<file path="src/rtl/fp16_vec_accumulator.sv">
// Multi-lane FP16 sum (optionally max) reduction engine with start/done control.
// Optional feature macro: ACC_MAX_MODE_EN adds the `mode` port and FP16 max combiners.

// Combinational FP16 adder: round-to-nearest-even, full subnormal support,
// canonical NaN 16'h7E00 for NaN inputs and inf - inf.
module new_fp16_add (
   input  logic [15:0] a,
   input  logic [15:0] b,
   output logic [15:0] y
);
   logic        a_nan, b_nan, a_inf, b_inf, swap, eff_sub, sticky, rnd;
   logic [15:0] x, z;
   logic [4:0]  ex, ez, d, lz, sh;
   logic [10:0] mx, mz;
   logic [40:0] z_sh;
   logic [13:0] gx, gz, n;
   logic [14:0] s, mag;
   logic [5:0]  e;

   always_comb begin
      a_nan   = (&a[14:10]) && (|a[9:0]);
      b_nan   = (&b[14:10]) && (|b[9:0]);
      a_inf   = (&a[14:10]) && !(|a[9:0]);
      b_inf   = (&b[14:10]) && !(|b[9:0]);
      swap    = b[14:0] > a[14:0];
      x       = swap ? b : a;
      z       = swap ? a : b;
      ex      = (x[14:10] == 5'd0) ? 5'd1 : x[14:10];
      ez      = (z[14:10] == 5'd0) ? 5'd1 : z[14:10];
      mx      = {|x[14:10], x[9:0]};
      mz      = {|z[14:10], z[9:0]};
      d       = ex - ez;
      // Align the smaller operand keeping guard/round bits and a sticky OR
      z_sh    = {mz, 30'd0} >> d;
      sticky  = |z_sh[26:0];
      gx      = {mx, 3'b000};
      gz      = {z_sh[40:28], z_sh[27] | sticky};
      eff_sub = x[15] ^ z[15];
      s       = eff_sub ? ({1'b0, gx} - {1'b0, gz}) : ({1'b0, gx} + {1'b0, gz});
      lz      = 5'd14;
      for (int i = 0; i < 14; i++)
         if (s[i]) lz = 5'(13 - i);
      sh      = 5'd0;
      if (s[14]) begin
         n = {s[14:2], s[1] | s[0]};
         e = {1'b0, ex} + 6'd1;
      end else begin
         // Stop normalising at the minimum exponent: result becomes subnormal
         sh = (lz < ex - 5'd1) ? lz : ex - 5'd1;
         n  = s[13:0] << sh;
         e  = {1'b0, ex} - {1'b0, sh};
      end
      rnd = n[2] & (n[1] | n[0] | n[3]);
      // Rounding carry ripples into the exponent field (subnormal->normal, overflow->inf)
      mag = {(n[13] ? e[4:0] : 5'd0), n[12:3]} + {14'd0, rnd};
      if (a_nan || b_nan || (a_inf && b_inf && (a[15] != b[15]))) y = 16'h7E00;
      else if (a_inf)                                            y = a;
      else if (b_inf)                                            y = b;
      else if (s == 15'd0)                                       y = {a[15] & b[15], 15'd0};
      else if (e >= 6'd31)                                       y = {x[15], 15'h7C00};
      else                                                       y = {x[15], mag};
   end
endmodule

module fp16_vec_accumulator #(
   parameter int DATA_WIDTH = 16,
   parameter int DATA_CNT   = 64,
   parameter int LANES      = 4
) (
   input  logic                              clk,
   input  logic                              rst,
   input  logic                              start,
   input  logic                              clear,
`ifdef ACC_MAX_MODE_EN
   input  logic                              mode,
`endif
   input  logic                              in_valid,
   output logic                              in_ready,
   input  logic [LANES-1:0][DATA_WIDTH-1:0]  in_data,
   output logic                              out_valid,
   input  logic                              out_ready,
   output logic [DATA_WIDTH-1:0]             result,
   output logic                              busy
);
   localparam int BEATS = DATA_CNT / LANES;
   localparam int CW    = $clog2(BEATS + 1);
   localparam int IW    = (LANES > 1) ? $clog2(LANES) : 1;

   if (DATA_WIDTH != 16) begin : g_bad_width
      $error("fp16_vec_accumulator: DATA_WIDTH must be 16");
   end
   if ((DATA_CNT % LANES) != 0 || DATA_CNT < LANES || LANES < 1 || LANES > 16) begin : g_bad_cnt
      $error("fp16_vec_accumulator: illegal DATA_CNT/LANES");
   end

   typedef enum logic [1:0] {IDLE, ACCUM, REDUCE, DONE} state_t;

   state_t                            st_q, st_d;
   logic [CW-1:0]                     cnt_q, cnt_d;
   logic [IW-1:0]                     fold_q, fold_d;
   logic [LANES-1:0][DATA_WIDTH-1:0]  acc_q, acc_d, lane_sum, lane_res;
   logic [DATA_WIDTH-1:0]             fold_sum, fold_res, ident;
   logic                              in_ready_q, in_ready_d, out_valid_q, out_valid_d;
   logic                              accept;

`ifdef ACC_MAX_MODE_EN
   logic mode_q, mode_d;

   // Sign-magnitude max; signed zeros tie and keep the accumulator (left operand)
   function automatic logic [15:0] fp16_max(input logic [15:0] l, input logic [15:0] r);
      logic r_gt;
      if (((&l[14:10]) && (|l[9:0])) || ((&r[14:10]) && (|r[9:0]))) return 16'h7E00;
      if (l[14:0] == 15'd0 && r[14:0] == 15'd0) return l;
      if (l[15] != r[15]) r_gt = l[15];
      else if (l[15])     r_gt = r[14:0] < l[14:0];
      else                r_gt = r[14:0] > l[14:0];
      return r_gt ? r : l;
   endfunction
`endif

   for (genvar k = 0; k < LANES; k++) begin : g_lane
      new_fp16_add u_add (.a(acc_q[k]), .b(in_data[k]), .y(lane_sum[k]));
`ifdef ACC_MAX_MODE_EN
      assign lane_res[k] = mode_q ? fp16_max(acc_q[k], in_data[k]) : lane_sum[k];
`else
      assign lane_res[k] = lane_sum[k];
`endif
   end

   new_fp16_add u_fold (.a(acc_q[0]), .b(acc_q[fold_q]), .y(fold_sum));

`ifdef ACC_MAX_MODE_EN
   assign fold_res = mode_q ? fp16_max(acc_q[0], acc_q[fold_q]) : fold_sum;
   assign ident    = mode ? 16'hFC00 : 16'h0000;
`else
   assign fold_res = fold_sum;
   assign ident    = 16'h0000;
`endif

   assign accept = in_valid & in_ready_q;

   always_comb begin
      st_d   = st_q;
      cnt_d  = cnt_q;
      fold_d = fold_q;
      acc_d  = acc_q;
`ifdef ACC_MAX_MODE_EN
      mode_d = mode_q;
`endif
      if (clear) begin
         st_d = IDLE;
      end else begin
         case (st_q)
            IDLE: if (start) begin
               st_d  = ACCUM;
               cnt_d = '0;
               for (int k = 0; k < LANES; k++) acc_d[k] = ident;
`ifdef ACC_MAX_MODE_EN
               mode_d = mode;
`endif
            end
            ACCUM: if (accept) begin
               acc_d  = lane_res;
               cnt_d  = cnt_q + 1'b1;
               fold_d = IW'(1);
               if (cnt_q == CW'(BEATS - 1)) st_d = (LANES > 1) ? REDUCE : DONE;
            end
            REDUCE: begin
               acc_d[0] = fold_res;
               fold_d   = fold_q + 1'b1;
               if (fold_q == IW'(LANES - 1)) st_d = DONE;
            end
            DONE: if (out_ready) st_d = IDLE;
            default: st_d = IDLE;
         endcase
      end
      in_ready_d  = (st_d == ACCUM);
      out_valid_d = (st_d == DONE);
   end

   always_ff @(posedge clk or posedge rst) begin
      if (rst) begin
         st_q        <= IDLE;
         cnt_q       <= '0;
         fold_q      <= '0;
         acc_q       <= '0;
         in_ready_q  <= 1'b0;
         out_valid_q <= 1'b0;
`ifdef ACC_MAX_MODE_EN
         mode_q      <= 1'b0;
`endif
      end else begin
         st_q        <= st_d;
         cnt_q       <= cnt_d;
         fold_q      <= fold_d;
         acc_q       <= acc_d;
         in_ready_q  <= in_ready_d;
         out_valid_q <= out_valid_d;
`ifdef ACC_MAX_MODE_EN
         mode_q      <= mode_d;
`endif
      end
   end

   assign in_ready  = in_ready_q;
   assign out_valid = out_valid_q;
   assign result    = acc_q[0];
   assign busy      = (st_q != IDLE);
endmodule

</file>
<file path="config.mk">
export PLATFORM = sky130hd
export DESIGN_NAME = fp16_vec_accumulator
export DESIGN_NICKNAME = d
export VERILOG_FILES = /design/src/rtl/fp16_vec_accumulator.sv
export SDC_FILE = /design/constraint.sdc
export NUM_CORES = 2
export LEC_CHECK = 0
export ABC_CLOCK_PERIOD_IN_PS = 27500
export CAP_MARGIN = 20
export CORE_ASPECT_RATIO = 0.5
export CORE_UTILIZATION = 52
export CTS_CLUSTER_SIZE = 30
export DETAILED_ROUTE_END_ITERATION = 7
export PLACE_DENSITY = 0.69
export SLEW_MARGIN = 40
export SYNTH_ARGS = -nofsm -noshare
export SYNTH_HDL_FRONTEND = slang
export SYNTH_SLANG_ARGS = --single-unit
</file>
<file path="constraint.sdc">
create_clock -name clk -period 27.5 [get_ports clk]
set_input_delay 2.75 -clock clk [delete_from_list [all_inputs] [get_ports clk]]
set_output_delay 2.75 -clock clk [all_outputs]
set_load 0.02 [all_outputs]
</file>
; Yosys cells after proc, flatten, opt, wreduce, memory -nomap -nowiden
; Index checks and enable logic that the tools add are counted.
[totals]
output_inout_bits = 19
register_bits = 75
in_bits = 70
word_cells = 392
[op_classes]
eq_ne = 19
bitwise = 37
shifts = 10
reduce_logical = 106
add_sub_neg = 37
magnitude_cmp = 16
n_mux = 158
[op_table]
columns = operator, count
row1 = $mux W16, 31
row2 = $shr A41 B5 Y41, 5
row3 = $mux W4, 40
row4 = $mux W15, 10
row5 = $reduce_or A27 Y1, 5
row6 = $mux W64, 2
row7 = $mux W5, 22
row8 = $pmux W48 S2, 1
row9 = $reduce_or A10 Y1, 9
row10 = $add A14 B14 Y15, 5
row11 = $add A15 B1 Y15, 5
row12 = $gt A15 B15 Y1, 5
row13 = $logic_not A15 Y1, 5
row14 = $sub A14 B14 Y15, 5
row15 = $mux W14, 5
row16 = $shl A14 B5 Y14, 5
row17 = $mux W3, 20
row18 = $reduce_and A5 Y1, 12
row19 = $logic_not A5 Y1, 10
row20 = $reduce_or A5 Y1, 10
row21 = $pmux W16 S3, 1
row22 = $mux W2, 17
row23 = $bmux W16 S2, 1
row24 = $add A5 B1 Y6 const B, 5
row25 = other kinds (32), 147

; Logic depth before layout (Yosys ltp)
[logic_depth]
word_depth = 40
ltp_mapped = 70
ltp_nobuf = 64

; Hierarchy
; A second synthesis with hierarchy kept.
[hier_totals]
cells_unflattened = 4890
hier_area_um2 = 33417.0
[modules_own_cells]
columns = mod, seq_area_each_um2, cells_each, area_each_um2, instances
row1 = new_fp16_add at g_lane[1].u_add ..., 0.0, 908, 5945.7, 2
row2 = new_fp16_add at g_lane[3].u_add ..., 0.0, 885, 5873.1, 2
row3 = new_fp16_add at g_lane[0].u_add, 0.0, 892, 5841.9, 1
row4 = fp16_vec_accumulator, 1876.8, 412, 3937.5, 1

; Least setup slack after synthesis
; No wires, ideal clock.
[synth_path]
path_kind = input to register
startpoint = in in_data[14] (netlist name)
endpoint = reg acc_q (netlist bit result[14])
required_ns = 27.358
path_stages = 57
setup_ns = 0.142
path_buffers = 6
setup_slack_ns = 12.725
arrival_ns = 14.632
cell_sequence = ha_1 -> and4_1 -> clkbuf_1 -> and2_1 -> o31ai_1 -> a21oi_1 -> clkbuf_1 -> nor2_1 -> a21oi_1 -> and3_1 -> nand3_1 -> and2_1 -> clkbuf_1 -> ha_1 -> clkbuf_1 -> clkbuf_1 -> mux2i_1 -> nand2_1 -> (+21 left out) -> nor2_1 -> a211oi_1 -> nor2_1 -> inv_1 -> clkbuf_1 -> ha_1 -> and2_1 -> ha_1 -> a21o_1 -> a21oi_1 -> o21bai_1 -> a21oi_1 -> xor2_1 -> nand2_1 -> o21ai_0 -> o221ai_1 -> a2111oi_0 -> o21ai_0
[synth_between]
elab_chain_len = 39
elab_cells_between_ends = 63
classes_between = add/sub (7) / order compare (3) / eq/ne (1) / shift (2) / mux (30) / bitwise (6) / reduce/logical (14)
[synth_rtl]
columns = element, line
row1 = from (decl), 79  ; input logic [LANES-1:0][DATA_WIDTH-1:0] in_data,
row2 = $gt A15 B15 Y1, 25  ; swap = b[14:0] > a[14:0];
row3 = "$mux W16, on equally long branches", "26, 27"
row4 = "$logic_not A5 Y1, on equally long branches", "28, 29"
row5 = "$mux W5, on equally long branches", "28, 29"
row6 = $sub A5 B5 Y5, 32  ; d = ex - ez;
row7 = $shr A41 B5 Y41, 34  ; z_sh = {mz, 30'd0} >> d;
row8 = $reduce_or A27 Y1, 35  ; sticky = |z_sh[26:0];
row9 = $or A1 B1 Y1, 37  ; gz = {z_sh[40:28], z_sh[27] | sticky};
row10 = (+23 left out), -
row11 = $add A15 B1 Y15, 55  ; mag = {(n[13] ? e[4:0] : 5'd0), n[12:3]} + {14'd0, rnd};
row12 = $mux W15, 60  ; else if (e >= 6'd31) y = {x[15], 15'h7C00};
row13 = $mux W16, 59  ; else if (s == 15'd0) y = {a[15] & b[15], 15'd0};
row14 = $mux W16, 58  ; else if (b_inf) y = b;
row15 = $mux W16, 57  ; else if (a_inf) y = a;
row16 = $mux W16, 56  ; if (a_nan || b_nan || (a_inf && b_inf && (a[15] != b[15]))) y = 16'h7E00;
row17 = $mux W64, 162  ; ACCUM: if (accept) begin
row18 = $pmux W16 S3, 153  ; case (st_q)
row19 = to (signal assigned), 186  ; acc_q <= '0;
row20 = to (signal assigned), 196  ; acc_q <= acc_d;
row21 = to (decl), 101  ; logic [LANES-1:0][DATA_WIDTH-1:0] acc_q, acc_d, lane_sum, lane_res;
; Several ways; a longest one is shown, not always the timed one. The select of a mux whose other input is x is not followed.
; A chain may end at the register's enable or synchronous reset.

; Worst setup path in the final report
; Ends and elaborated chain as after synthesis.

==> results by group <==
Critical path
  • CP Class: in -> reg
  • CP bufs+invs: 6
  • Crit-path max FO: 17
  • Worst EP arrival: 17.79 ns
  • CP Capture Type: register
  • CP required: 27.72 ns
  • Cell family with most CP delay: compound AO/OA/AOI/OAI gates
  • Slowest cell delay on critical path: between 0.5 and 0.6 ns
  • Slowest-stage cell, CP: a21oi_2
  • CP Launch Type: primary input
  • Cell mode on critical path: ha_1

Timing
  • Final hold slack: 0.480 ns
  • Final Setup Violations: 0
  • Period minus WS final: 17.57 ns
  • Max Slew Vio Count: 0
  • Final Hold Viols: 0
  • Max Clock Freq: 0.0569 GHz
  • Final clock skew: 0.0109 ns
  • Final period utilization: a little under two thirds
  • Slew headroom: 35.0%
  • Least-Margin Pin Slew: 0.965 ns
  • Setup tns final: 0 ns
  • RSZ-0062 raised after global routing: false

Yosys
  • Syn Area/Cell: 6.96 um2
  • Async set-reset flop share out of synthesis: 100%
  • Post-synth EDFFs: 0
  • Register area share after synthesis: 6.24%
  • Main synth FF type: dfrtp_1
  • Seq cells post-synth: 75
  • YS warnings: 0
  • Synth Instances: 4325
  • Netlist cell types: 115
  • Syn_nets: about 4700
  • Mapped Area: about 30000 um2

Clock network
  • Clk_lat worst skew: 0.36 ns
  • CTS tree: built
  • CTS resizes: 0
  • Num CTS Buffers: 9
  • Root cell of the clock tree: clkbuf_16
  • Post-CTS Setup Bufs: 0
  • # hold bufs at CTS: 0
  • CTS clk-pin slew, worst paths: ~0.070 ns
  • H-tree depth: 3
  • Clk sinks: 75
  • Maximum clock path buffer count: 2

GRT
  • Total congestion overflow: 0
  • Pin count of the biggest net entering global routing: 76
  • Met2 GRT Util: 59.2%
  • First-pass GRT wire length: between 150000 and 200000 um
  • Vias in the first global route: 31200
  • GR peak layer: met2
  • GR Util met1: 52.3%
  • Initial antenna violation count: 4
  • Grt met3 use: roughly 7.4%
  • Total track usage: 37.6%

Detailed routing
  • WL final: 114000 um
  • Drt wl/cell: 22.8 um
  • Drt initial violations: 3952
  • DRT antenna net count: 0
  • Vias: 34500
  • DRC Markers: 19
  • DRT Pass-1 Iters: 8
  • Vias per cell: 6.86

Layout
  • Share of cells above drive strength 1: approximately 6.9%
  • Nets: roughly 4600
  • Area Growth Syn to Fin: 5.97%

Hold path
  • Hold WC Path Type: reg -> reg

Floorplan
  • Initial core utilization: 53.4%
  • Die W: 342 um
  • Cell row count: 61
  • Core Region: ~56000 um2
  • Die ar.: 58900 um2
  • IO Count: 89
  • Die H: 172 um

Flow run
  • Max Cap Violations: 0

Outcome
  • Status: finished, violations left
  • Violated checks: DRC

Placed design
  • Port bufs: 88
  • Post-DP HPWL: 91900 um
  • Routability cong.: 1.04
-- worst paths after layout --
kind                              from          to  slack (ns)  depth (start not counted)
min in group asynchronous          rst   out_valid        2.89                          3
min reg2reg                   cnt_q[3]    cnt_q[3]        0.48                          1
max in group asynchronous          rst   fold_q[0]       24.08                          3
max                        in_data[14]  result[14]        9.93                         56
min                           cnt_q[3]    cnt_q[3]        0.48                          1
max reg2reg                  result[8]  result[14]       11.76                         56
-- through the flow --
stage | instances | area [um2] | utilization, % | worst slack (ns)
3_3_place_gp | 5008 | 31400 | 55.8 | 9.38
2_1_floorplan | 4325 | 30100 | - | 12.73
4_1_cts | 5025 | 31800 | 56.5 | 10.23
5_1_grt | 5025 | 31900 | 56.6 | 8.72
3_5_place_dp | 5009 | 31500 | 55.9 | 9.95
6_report | 5026 | 31900 | 56.6 | 9.93
-- cells in the final DEF (no fill, tap or decap), types with 24 or more instances in the layout --
cell type / count
o21ai_0: 293
nor2_1: 365
xor2_1: 78
nor2b_1: 24
and2_1: 56
nand3_1: 149
inv_1: 296
a22oi_1: 26
mux4_2: 43
clkdlybuf4s50_1: 88
o2111ai_1: 25
o21a_1: 40
mux2_2: 57
nand4_1: 43
or2_2: 29
o211ai_1: 72
ha_1: 281
nor3_1: 129
o31ai_1: 38
nand2b_1: 48
o221ai_1: 27
mux2i_1: 188
buf_4: 53
dfrtp_1: 74
a21o_1: 84
a31oi_1: 45
and3_1: 45
nand2_1: 449
a211oi_1: 78
o21bai_1: 37
xnor2_1: 99
nor4_1: 43
o22ai_1: 34
a21oi_1: 317
or3_1: 31
-- state kept, by name (all words and copies together), names as in the netlist --
signal     flops
acc_q         48
cnt_q          5
out_valid      1
result        16
st_q           2
in_ready       1
fold_q         2
-- routing by layer --
layer | routed length (um) | share of wire, %
met1 | 50300 | 44
met2 | 49100 | 43
met4 | 3120 | 2.7
met3 | 12000 | 10
met5 | 0 | 0
-- Yosys cell counts, types with 48 or more instances --
| master | instances | area (um2) |
|---|---|---|
| xor2_1 | 80 | 701 |
| clkbuf_1 | 161 | 604 |
| dfrtp_1 | 75 | 1880 |
| nor2_1 | 367 | 1380 |
| ha_1 | 281 | 3520 |
| xnor2_1 | 105 | 920 |
| nand2b_1 | 48 | 300 |
| nor3_1 | 130 | 651 |
| and2_1 | 56 | 350 |
| nand2_1 | 449 | 1690 |
| o211ai_1 | 72 | 541 |
| inv_1 | 297 | 1110 |
| a21oi_1 | 322 | 1610 |
| a21o_1 | 84 | 631 |
| mux2_2 | 57 | 642 |
| a211oi_1 | 79 | 593 |
| nand3_1 | 149 | 746 |
| o21ai_0 | 302 | 1510 |
| mux2i_1 | 190 | 1900 |
-- final cells by class --
cell class                      count  area, um2
Antenna cell                        1       2.50
Clock buffer                       11        243
Clock inverter                      5       85.1
Fill cell                        5565      24400
Inverter                          304       1140
Multi-Input combinational cell   3731      26300
Sequential cell                    75       1880
Tap cell                          756        946
Timing Repair Buffer              143       1290
-- logic make-up after synthesis --
group	count (synthesis)	synth area share, %
flip-flops	75	6.24
multiplexers	292	11.8
AND/OR/NAND/NOR	1505	24.0
AO/OA/AOI/OAI	1452	32.9
buffers and inverters	519	6.92
XOR/XNOR	186	5.44
adder cells (fa/ha/maj)	296	12.7
Power is left out: the tool's default activity adds up to more than one toggle a clock period on the data nets, which glitch-free logic cannot reach.
